**src/rtl/rob_wb_arbiter_pkg.sv**
```systemverilog
// Shared types, widths and index helpers for the ROB writeback arbiter.
// Optional perf counters are enabled with ROB_WB_ARB_PERF_EN.
package rob_wb_arbiter_pkg;

    localparam int ROB_ADDR_WIDTH      = 5;
    localparam int DISPATCH_WIDTH      = 2;
    localparam int DISPATCH_ADDR_WIDTH = 1;
    localparam int NUM_WB_REQ          = 4;

    // Completion record as emitted by an FU output stage.
    typedef struct packed {
        logic                           valid;
        logic [ROB_ADDR_WIDTH-1:0]      rob_addr;
        logic [DISPATCH_ADDR_WIDTH-1:0] bank_addr;
    } wb_req_t;

    // Index wrap helpers use explicit compares so non-power-of-two counts wrap correctly.
    function automatic int wrap_idx(input int idx, input int n);
        return (idx >= n) ? idx - n : idx;
    endfunction

    function automatic int next_idx(input int idx, input int n);
        return (idx >= n - 1) ? 0 : idx + 1;
    endfunction

    function automatic int count_ones(input logic [31:0] v);
        int c;
        c = 0;
        for (int i = 0; i < 32; i++) begin
            c = c + int'(v[i]);
        end
        return c;
    endfunction

endpackage

```
**src/rtl/rob_wb_arbiter_if.sv**
```systemverilog
// Requester-side handshake and ROB writeback bus for rob_wb_arbiter.
// slave: the arbiter; master: FU stages plus the ROB writeback consumer.
interface rob_wb_arbiter_if #(
    parameter int NUM_REQ         = rob_wb_arbiter_pkg::NUM_WB_REQ,
    parameter int WB_WIDTH        = rob_wb_arbiter_pkg::DISPATCH_WIDTH,
    parameter int ROB_ADDR_WIDTH  = rob_wb_arbiter_pkg::ROB_ADDR_WIDTH,
    parameter int BANK_ADDR_WIDTH = rob_wb_arbiter_pkg::DISPATCH_ADDR_WIDTH
);
    import rob_wb_arbiter_pkg::*;

    logic [NUM_REQ-1:0]                      req_valid;
    logic [NUM_REQ-1:0][ROB_ADDR_WIDTH-1:0]  req_rob_addr;
    logic [NUM_REQ-1:0][BANK_ADDR_WIDTH-1:0] req_bank_addr;
    logic [NUM_REQ-1:0]                      req_ready;

    logic [WB_WIDTH-1:0]                      wb_en;
    logic [WB_WIDTH-1:0][ROB_ADDR_WIDTH-1:0]  wb_rob_addr;
    logic [WB_WIDTH-1:0][BANK_ADDR_WIDTH-1:0] wb_bank_addr;

    modport slave (
        input  req_valid, req_rob_addr, req_bank_addr,
        output req_ready, wb_en, wb_rob_addr, wb_bank_addr
    );

    modport master (
        output req_valid, req_rob_addr, req_bank_addr,
        input  req_ready, wb_en, wb_rob_addr, wb_bank_addr
    );

endinterface

```
**src/rtl/rob_wb_arbiter_rr_multi_picker.sv**
```systemverilog
// Combinational round-robin picker: selects up to WB_WIDTH requesters starting at ptr,
// the k-th pick in scan order driving port k.
module rob_wb_arbiter_rr_multi_picker #(
    parameter int NUM_REQ  = 4,
    parameter int WB_WIDTH = 2,
    localparam int PTR_W   = (NUM_REQ > 1) ? $clog2(NUM_REQ) : 1
) (
    input  logic [NUM_REQ-1:0]               req,
    input  logic [PTR_W-1:0]                 ptr,
    output logic [WB_WIDTH-1:0][NUM_REQ-1:0] port_sel,
    output logic [WB_WIDTH-1:0]              port_valid,
    output logic [PTR_W-1:0]                 last_idx,
    output logic                             any_grant
);
    import rob_wb_arbiter_pkg::*;

    always_comb begin
        logic [PTR_W-1:0] idx_n;
        int               cnt;
        port_sel   = '0;
        port_valid = '0;
        last_idx   = ptr;
        cnt        = 0;
        for (int k = 0; k < NUM_REQ; k++) begin
            idx_n = PTR_W'(wrap_idx(int'(ptr) + k, NUM_REQ));
            if (req[idx_n] && cnt < WB_WIDTH) begin
                for (int p = 0; p < WB_WIDTH; p++) begin
                    if (cnt == p) begin
                        port_sel[p][idx_n] = 1'b1;
                        port_valid[p]      = 1'b1;
                    end
                end
                last_idx = idx_n;
                cnt      = cnt + 1;
            end
        end
        any_grant = |port_valid;
    end

endmodule

```
**src/rtl/rob_wb_arbiter.sv**
```systemverilog
// Round-robin arbiter sharing the ROB writeback ports among FU completion requesters.
// Define ROB_WB_ARB_PERF_EN to add saturating grant/conflict counters.
module rob_wb_arbiter #(
    parameter int NUM_REQ         = rob_wb_arbiter_pkg::NUM_WB_REQ,
    parameter int WB_WIDTH        = rob_wb_arbiter_pkg::DISPATCH_WIDTH,
    parameter int ROB_ADDR_WIDTH  = rob_wb_arbiter_pkg::ROB_ADDR_WIDTH,
    parameter int BANK_ADDR_WIDTH = rob_wb_arbiter_pkg::DISPATCH_ADDR_WIDTH
) (
    input  logic clk,
    input  logic rst,
    input  logic flush,
`ifdef ROB_WB_ARB_PERF_EN
    output logic [31:0] perf_grant_cnt,
    output logic [31:0] perf_conflict_cnt,
`endif
    rob_wb_arbiter_if.slave bus
);
    import rob_wb_arbiter_pkg::*;

    localparam int PTR_W = (NUM_REQ > 1) ? $clog2(NUM_REQ) : 1;

    logic [PTR_W-1:0]                         ptr_q, ptr_d;
    logic [WB_WIDTH-1:0]                      wb_en_q, wb_en_d;
    logic [WB_WIDTH-1:0][ROB_ADDR_WIDTH-1:0]  wb_rob_addr_q, wb_rob_addr_d;
    logic [WB_WIDTH-1:0][BANK_ADDR_WIDTH-1:0] wb_bank_addr_q, wb_bank_addr_d;

    logic [WB_WIDTH-1:0][NUM_REQ-1:0] port_sel;
    logic [WB_WIDTH-1:0]              port_valid;
    logic [PTR_W-1:0]                 last_idx;
    logic                             any_grant;

    rob_wb_arbiter_rr_multi_picker #(
        .NUM_REQ  (NUM_REQ),
        .WB_WIDTH (WB_WIDTH)
    ) u_picker (
        .req        (bus.req_valid),
        .ptr        (ptr_q),
        .port_sel   (port_sel),
        .port_valid (port_valid),
        .last_idx   (last_idx),
        .any_grant  (any_grant)
    );

    // Grants are masked by flush and reset but never look at the payload.
    always_comb begin
        bus.req_ready = '0;
        if (!rst && !flush) begin
            for (int i = 0; i < NUM_REQ; i++) begin
                for (int p = 0; p < WB_WIDTH; p++) begin
                    bus.req_ready[i] = bus.req_ready[i] | port_sel[p][i];
                end
            end
        end
    end

    always_comb begin
        wb_en_d        = '0;
        wb_rob_addr_d  = '0;
        wb_bank_addr_d = '0;
        ptr_d          = ptr_q;
        if (!flush) begin
            wb_en_d = port_valid;
            for (int p = 0; p < WB_WIDTH; p++) begin
                for (int i = 0; i < NUM_REQ; i++) begin
                    if (port_sel[p][i]) begin
                        wb_rob_addr_d[p]  = bus.req_rob_addr[i];
                        wb_bank_addr_d[p] = bus.req_bank_addr[i];
                    end
                end
            end
            if (any_grant) begin
                ptr_d = PTR_W'(next_idx(int'(last_idx), NUM_REQ));
            end
        end
    end

    always_ff @(posedge clk or posedge rst) begin
        if (rst) begin
            ptr_q          <= '0;
            wb_en_q        <= '0;
            wb_rob_addr_q  <= '0;
            wb_bank_addr_q <= '0;
        end else begin
            ptr_q          <= ptr_d;
            wb_en_q        <= wb_en_d;
            wb_rob_addr_q  <= wb_rob_addr_d;
            wb_bank_addr_q <= wb_bank_addr_d;
        end
    end

    assign bus.wb_en        = wb_en_q;
    assign bus.wb_rob_addr  = wb_rob_addr_q;
    assign bus.wb_bank_addr = wb_bank_addr_q;

`ifdef ROB_WB_ARB_PERF_EN
    logic [31:0] perf_grant_cnt_q, perf_grant_cnt_d;
    logic [31:0] perf_conflict_cnt_q, perf_conflict_cnt_d;

    // A cycle can add up to WB_WIDTH grants, so the sum carries one extra bit for saturation.
    always_comb begin
        logic [32:0] grant_sum;
        perf_grant_cnt_d    = perf_grant_cnt_q;
        perf_conflict_cnt_d = perf_conflict_cnt_q;
        grant_sum = {1'b0, perf_grant_cnt_q} + 33'(count_ones(32'(port_valid)));
        if (!flush) begin
            perf_grant_cnt_d = grant_sum[32] ? '1 : grant_sum[31:0];
            if (count_ones(32'(bus.req_valid)) > WB_WIDTH && perf_conflict_cnt_q != '1) begin
                perf_conflict_cnt_d = perf_conflict_cnt_q + 32'd1;
            end
        end
    end

    always_ff @(posedge clk or posedge rst) begin
        if (rst) begin
            perf_grant_cnt_q    <= '0;
            perf_conflict_cnt_q <= '0;
        end else begin
            perf_grant_cnt_q    <= perf_grant_cnt_d;
            perf_conflict_cnt_q <= perf_conflict_cnt_d;
        end
    end

    assign perf_grant_cnt    = perf_grant_cnt_q;
    assign perf_conflict_cnt = perf_conflict_cnt_q;
`endif

`ifndef SYNTHESIS
    // Two ports writing the same ROB entry in one cycle means upstream issued a duplicate.
    always @(posedge clk) begin
        if (!rst && !flush) begin
            for (int p = 0; p < WB_WIDTH; p++) begin
                for (int q = p + 1; q < WB_WIDTH; q++) begin
                    assert (!(wb_en_d[p] && wb_en_d[q] &&
                              wb_rob_addr_d[p] == wb_rob_addr_d[q] &&
                              wb_bank_addr_d[p] == wb_bank_addr_d[q]))
                    else $warning("rob_wb_arbiter: duplicate writeback target on ports %0d and %0d", p, q);
                end
            end
        end
    end
`endif

endmodule
```
**src/flat_wrapper.sv**
```systemverilog
// flat-port wrapper written by rule: the top's interface ports become plain ports
module rob_wb_arbiter_flat import rob_wb_arbiter_pkg::*;
#(
    parameter int NUM_REQ         = rob_wb_arbiter_pkg::NUM_WB_REQ,
    parameter int WB_WIDTH        = rob_wb_arbiter_pkg::DISPATCH_WIDTH,
    parameter int ROB_ADDR_WIDTH  = rob_wb_arbiter_pkg::ROB_ADDR_WIDTH,
    parameter int BANK_ADDR_WIDTH = rob_wb_arbiter_pkg::DISPATCH_ADDR_WIDTH
)
  (clk, rst, flush, bus_req_valid, bus_req_rob_addr, bus_req_bank_addr, bus_req_ready, bus_wb_en, bus_wb_rob_addr, bus_wb_bank_addr);
  rob_wb_arbiter_if #(.NUM_REQ(NUM_REQ), .WB_WIDTH(WB_WIDTH), .ROB_ADDR_WIDTH(ROB_ADDR_WIDTH), .BANK_ADDR_WIDTH(BANK_ADDR_WIDTH)) bus_i ();
  input  logic clk;
  input  logic rst;
  input  logic flush;
  input wire logic [$bits(bus_i.req_valid)-1:0] bus_req_valid;
  input wire logic [$bits(bus_i.req_rob_addr)-1:0] bus_req_rob_addr;
  input wire logic [$bits(bus_i.req_bank_addr)-1:0] bus_req_bank_addr;
  output wire logic [$bits(bus_i.req_ready)-1:0] bus_req_ready;
  output wire logic [$bits(bus_i.wb_en)-1:0] bus_wb_en;
  output wire logic [$bits(bus_i.wb_rob_addr)-1:0] bus_wb_rob_addr;
  output wire logic [$bits(bus_i.wb_bank_addr)-1:0] bus_wb_bank_addr;
  assign bus_i.req_valid = bus_req_valid;
  assign bus_i.req_rob_addr = bus_req_rob_addr;
  assign bus_i.req_bank_addr = bus_req_bank_addr;
  assign bus_req_ready = bus_i.req_ready;
  assign bus_wb_en = bus_i.wb_en;
  assign bus_wb_rob_addr = bus_i.wb_rob_addr;
  assign bus_wb_bank_addr = bus_i.wb_bank_addr;
  rob_wb_arbiter #(.NUM_REQ(NUM_REQ), .WB_WIDTH(WB_WIDTH), .ROB_ADDR_WIDTH(ROB_ADDR_WIDTH), .BANK_ADDR_WIDTH(BANK_ADDR_WIDTH)) u_core (.clk(clk), .rst(rst), .flush(flush), .bus(bus_i));
endmodule
```
**config.mk**
```make
export PLATFORM = sky130hd
export DESIGN_NAME = rob_wb_arbiter_flat
export DESIGN_NICKNAME = d
export VERILOG_FILES = /design/src/rtl/rob_wb_arbiter_pkg.sv /design/src/rtl/rob_wb_arbiter_if.sv /design/src/rtl/rob_wb_arbiter_rr_multi_picker.sv /design/src/rtl/rob_wb_arbiter.sv /design/src/flat_wrapper.sv
export SDC_FILE = /design/constraint.sdc
export NUM_CORES = 1
export LEC_CHECK = 0
export BUFFER_PORTS_ARGS = -buffer_cell sky130_fd_sc_hd__clkbuf_2
export CAP_MARGIN = 25
export CORE_MARGIN = 10
export CORE_UTILIZATION = 57
export CTS_CLUSTER_DIAMETER = 80
export DETAILED_ROUTE_END_ITERATION = 16
export GPL_TIMING_DRIVEN = 1
export PLACE_DENSITY_LB_ADDON = 0.12
export SYNTH_ARGS = -nofsm -noshare
export SYNTH_HDL_FRONTEND = slang
export SYNTH_SLANG_ARGS = --single-unit
```
**constraint.sdc**
```tcl
create_clock -name clk -period 13.8 [get_ports clk]
set_input_delay 3.45 -clock clk [delete_from_list [all_inputs] [get_ports clk]]
set_output_delay 3.45 -clock clk [all_outputs]
set_load 0.05 [all_outputs]
```
==> impl_metrics.tcl <==
set metrics [dict create \
    grt_max_degree 17 \
    drc 0 \
    synth_edf_count 0 \
    synth_top_area_cell "dfrtp_1" \
    path_max_fanout 13 \
    clock-root-buffer "clkbuf_4" \
    path_clk_slew_ps 80 \
    post_drt_via_cell_ratio 7.09 \
    cts_buffers 3 \
    clock_skew_ps 0.520 \
    final_area_sq_um 1970 \
    nFillCells 232 \
    syn_to_final_growth_pct 14.1 \
    core_region_area_sq_um 2830 \
    synth-async-reset-ratio_pct 100 \
    nets 281 \
    synth_seq_cells 16 \
    whs_ps 1030 \
    r2r_end "u_core.bus.wb_bank_addr[1]" \
    arrival_ps 7340 \
    slew_viol_final 0 \
    placementRows 19 \
    clock_latency_ps 280 \
    crit_type "in2out" \
    synth_flop_cell "dfrtp_1" \
    hold_class "reg2reg" \
    place_congestion 0.904 \
    cp.required_ps 10350 \
    vias 1914 \
    synthesis.nets 244 \
    overflow 0 \
    syn_area_per_cell_sq_um 8.51 \
    syn_area_sq_um 1730 \
    yosys_warnings 0 \
    synth_area_leaders "dfrtp_1, ha_1, a221o_1" \
    fin_crit_ps 10790 \
    register_area_sq_um 400 \
    synth_common_cells "dfrtp_1, inv_1, nand3_1, a21oi_1, nor3_1" \
    grtUsageMet2_pct 31.2 \
    placed_cell_area_sq_um 1940 \
    dieArea_sq_um 5630 \
    cts_sinks 16 \
    port_buffers 48 \
    grt_pass1_vias 1765 \
    finalSetupTns_ps 0 \
    grt_util_met3_pct 1.58 \
    place_hpwl_um 4440 \
    fmax_ghz 0.0927 \
    finalHoldViolations 0 \
    rsz0062_at_grt "no" \
    totalWireLength_um 5610 \
    setup_viol_count_final 0 \
    multiInputGateArea_sq_um 1200 \
    synth-seq-area-share_pct 23.2 \
    synth_cell_types 51 \
    maxCapViolCount 0 \
    routedWlPerCell_um 20.8 \
    synth_top_area_share_pct 23.2 \
    drive_gt1_share_pct 25.1 \
    fin_util_pct 69.7 \
    groute.layer.met1.usage_pct 28.5 \
    cts_tree "done" \
    die_w_um 75.1 \
    cts_setup_buffers 0 \
    holdBufCountCts 0 \
    rrSetupSlack_ps 8510 \
    firstDrtPassIters 5 \
    worstHoldStart "u_core.ptr_q[1]" \
    ant_nets 0 \
    tightest_slew_ps 882 \
    crit_path_end_kind "output port" \
    cp-start-kind "primary input" \
    reg2reg_depth 13 \
    htree_levels 1 \
    min_path_cells 3 \
    num_antenna_cells 0 \
    initial_core_util_pct 61.1 \
    busiest_layer "met2" \
    grt.total_usage_pct 19.9 \
    status "finished clean" \
    hold_path_end "u_core.ptr_q[1]" \
    grt_pass1_wl_um 8910 \
    clk_path_buf_depth 2 \
    die_h_um 75.1 \
    ioPinCount 49 \
    netlist_instances 203 \
    post_cts_resized 0 \
    grt_antenna_before_repair 0 \
    relSlewSlack_pct 40.8 \
    initialDrtViolationCount 222 \
    post-route-period-util_pct 78.2 \
]
[cells in the final DEF (no fill, tap or decap), types with 2 or more instances in the layout]
master	synthesis	layout
clkbuf_2	0	48
a221o_1	9	9
o31ai_1	6	6
nand2_1	6	6
nor3_1	10	10
a21boi_0	2	2
a32o_1	6	6
nand3_1	14	14
or3_1	3	3
nand2b_1	6	6
dfrtp_1	16	16
and2_1	5	5
mux4_2	3	3
mux2_2	3	3
inv_1	16	16
a32oi_1	5	5
nor2b_1	3	3
a22o_1	2	2
mux2i_1	4	4
a211oi_1	8	8
clkbuf_4	0	3
o21ai_0	2	2
o311ai_1	4	4
nor2_1	3	3
o311ai_0	2	2
nand4_1	2	2
a21oi_1	13	13
ha_1	9	9
a22oi_1	5	5
[layout make-up]
cell class / count / share of cell area, %
multi-input cells: 155 / 60.7
flip-flops and latches: 16 / 20.3
repair buffers: 48 / 12.2
inverters: 16 / 3.05
well taps: 31 / 1.97
clock buffers: 4 / 1.84
[critical path, cell delays in order]
cell	delay (ps)
clkbuf_2	140
mux4_2	360
ha_1	290
inv_1	160
and2_1	200
fa_1	420
or3_1	350
o2bb2ai_1	390
nand3_1	200
o21ai_1	730
nor2_1	70
nor3_1	240
clkbuf_2	330
[kinds of logic (layout without fill, tap and decap cells)]
logic type                 Yosys count  in the layout  synth area share (%)
buffers and inverters               32             68                  7.60
DFF                                 16             16                  23.2
adders and majority gates           10             10                  7.68
and+or+nand+nor                     60             60                  19.3
xor gates and xnor gates             1              1                 0.507
muxes                               10             10                  8.18
AOI/OAI and AO/OA                   74             74                  33.6
[metrics by stage]
stage	worst slack, ps	instances
finish	3010	270
global route	2680	270
CTS	3110	270
detailed placement	3100	266
global placement	3390	266
floorplan	3270	203
[routing by layer]
layer | part of all wire [%] | routed length (um)
met5 | 0 | 0
met4 | 1.2 | 68
met3 | 11 | 606
met2 | 46 | 2600
met1 | 42 | 2330
[flip-flops by register name, indices dropped and copies added, names as in the netlist, named ones only]
signal                   count
u_core.bus.wb_bank_addr      2
u_core.bus.wb_en             2
u_core.bus.wb_rob_addr      10
u_core.ptr_q                 1
[worst max path at each step]
stage | depth (start not counted) | start | endpoint
final | 13 | bus_req_valid[0] | bus_req_ready[2]
after global routing | 13 | bus_req_valid[0] | bus_req_ready[2]
after CTS | 13 | bus_req_valid[0] | bus_req_ready[2]
after detailed placement | 13 | bus_req_valid[0] | bus_req_ready[2]
after global placement | 13 | bus_req_valid[2] | bus_req_ready[2]
after floorplan | 12 | bus_req_valid[0] | bus_req_ready[2]
Power is left out: the tool's default activity adds up to more than one toggle a clock period on the data nets, which glitch-free logic cannot reach.
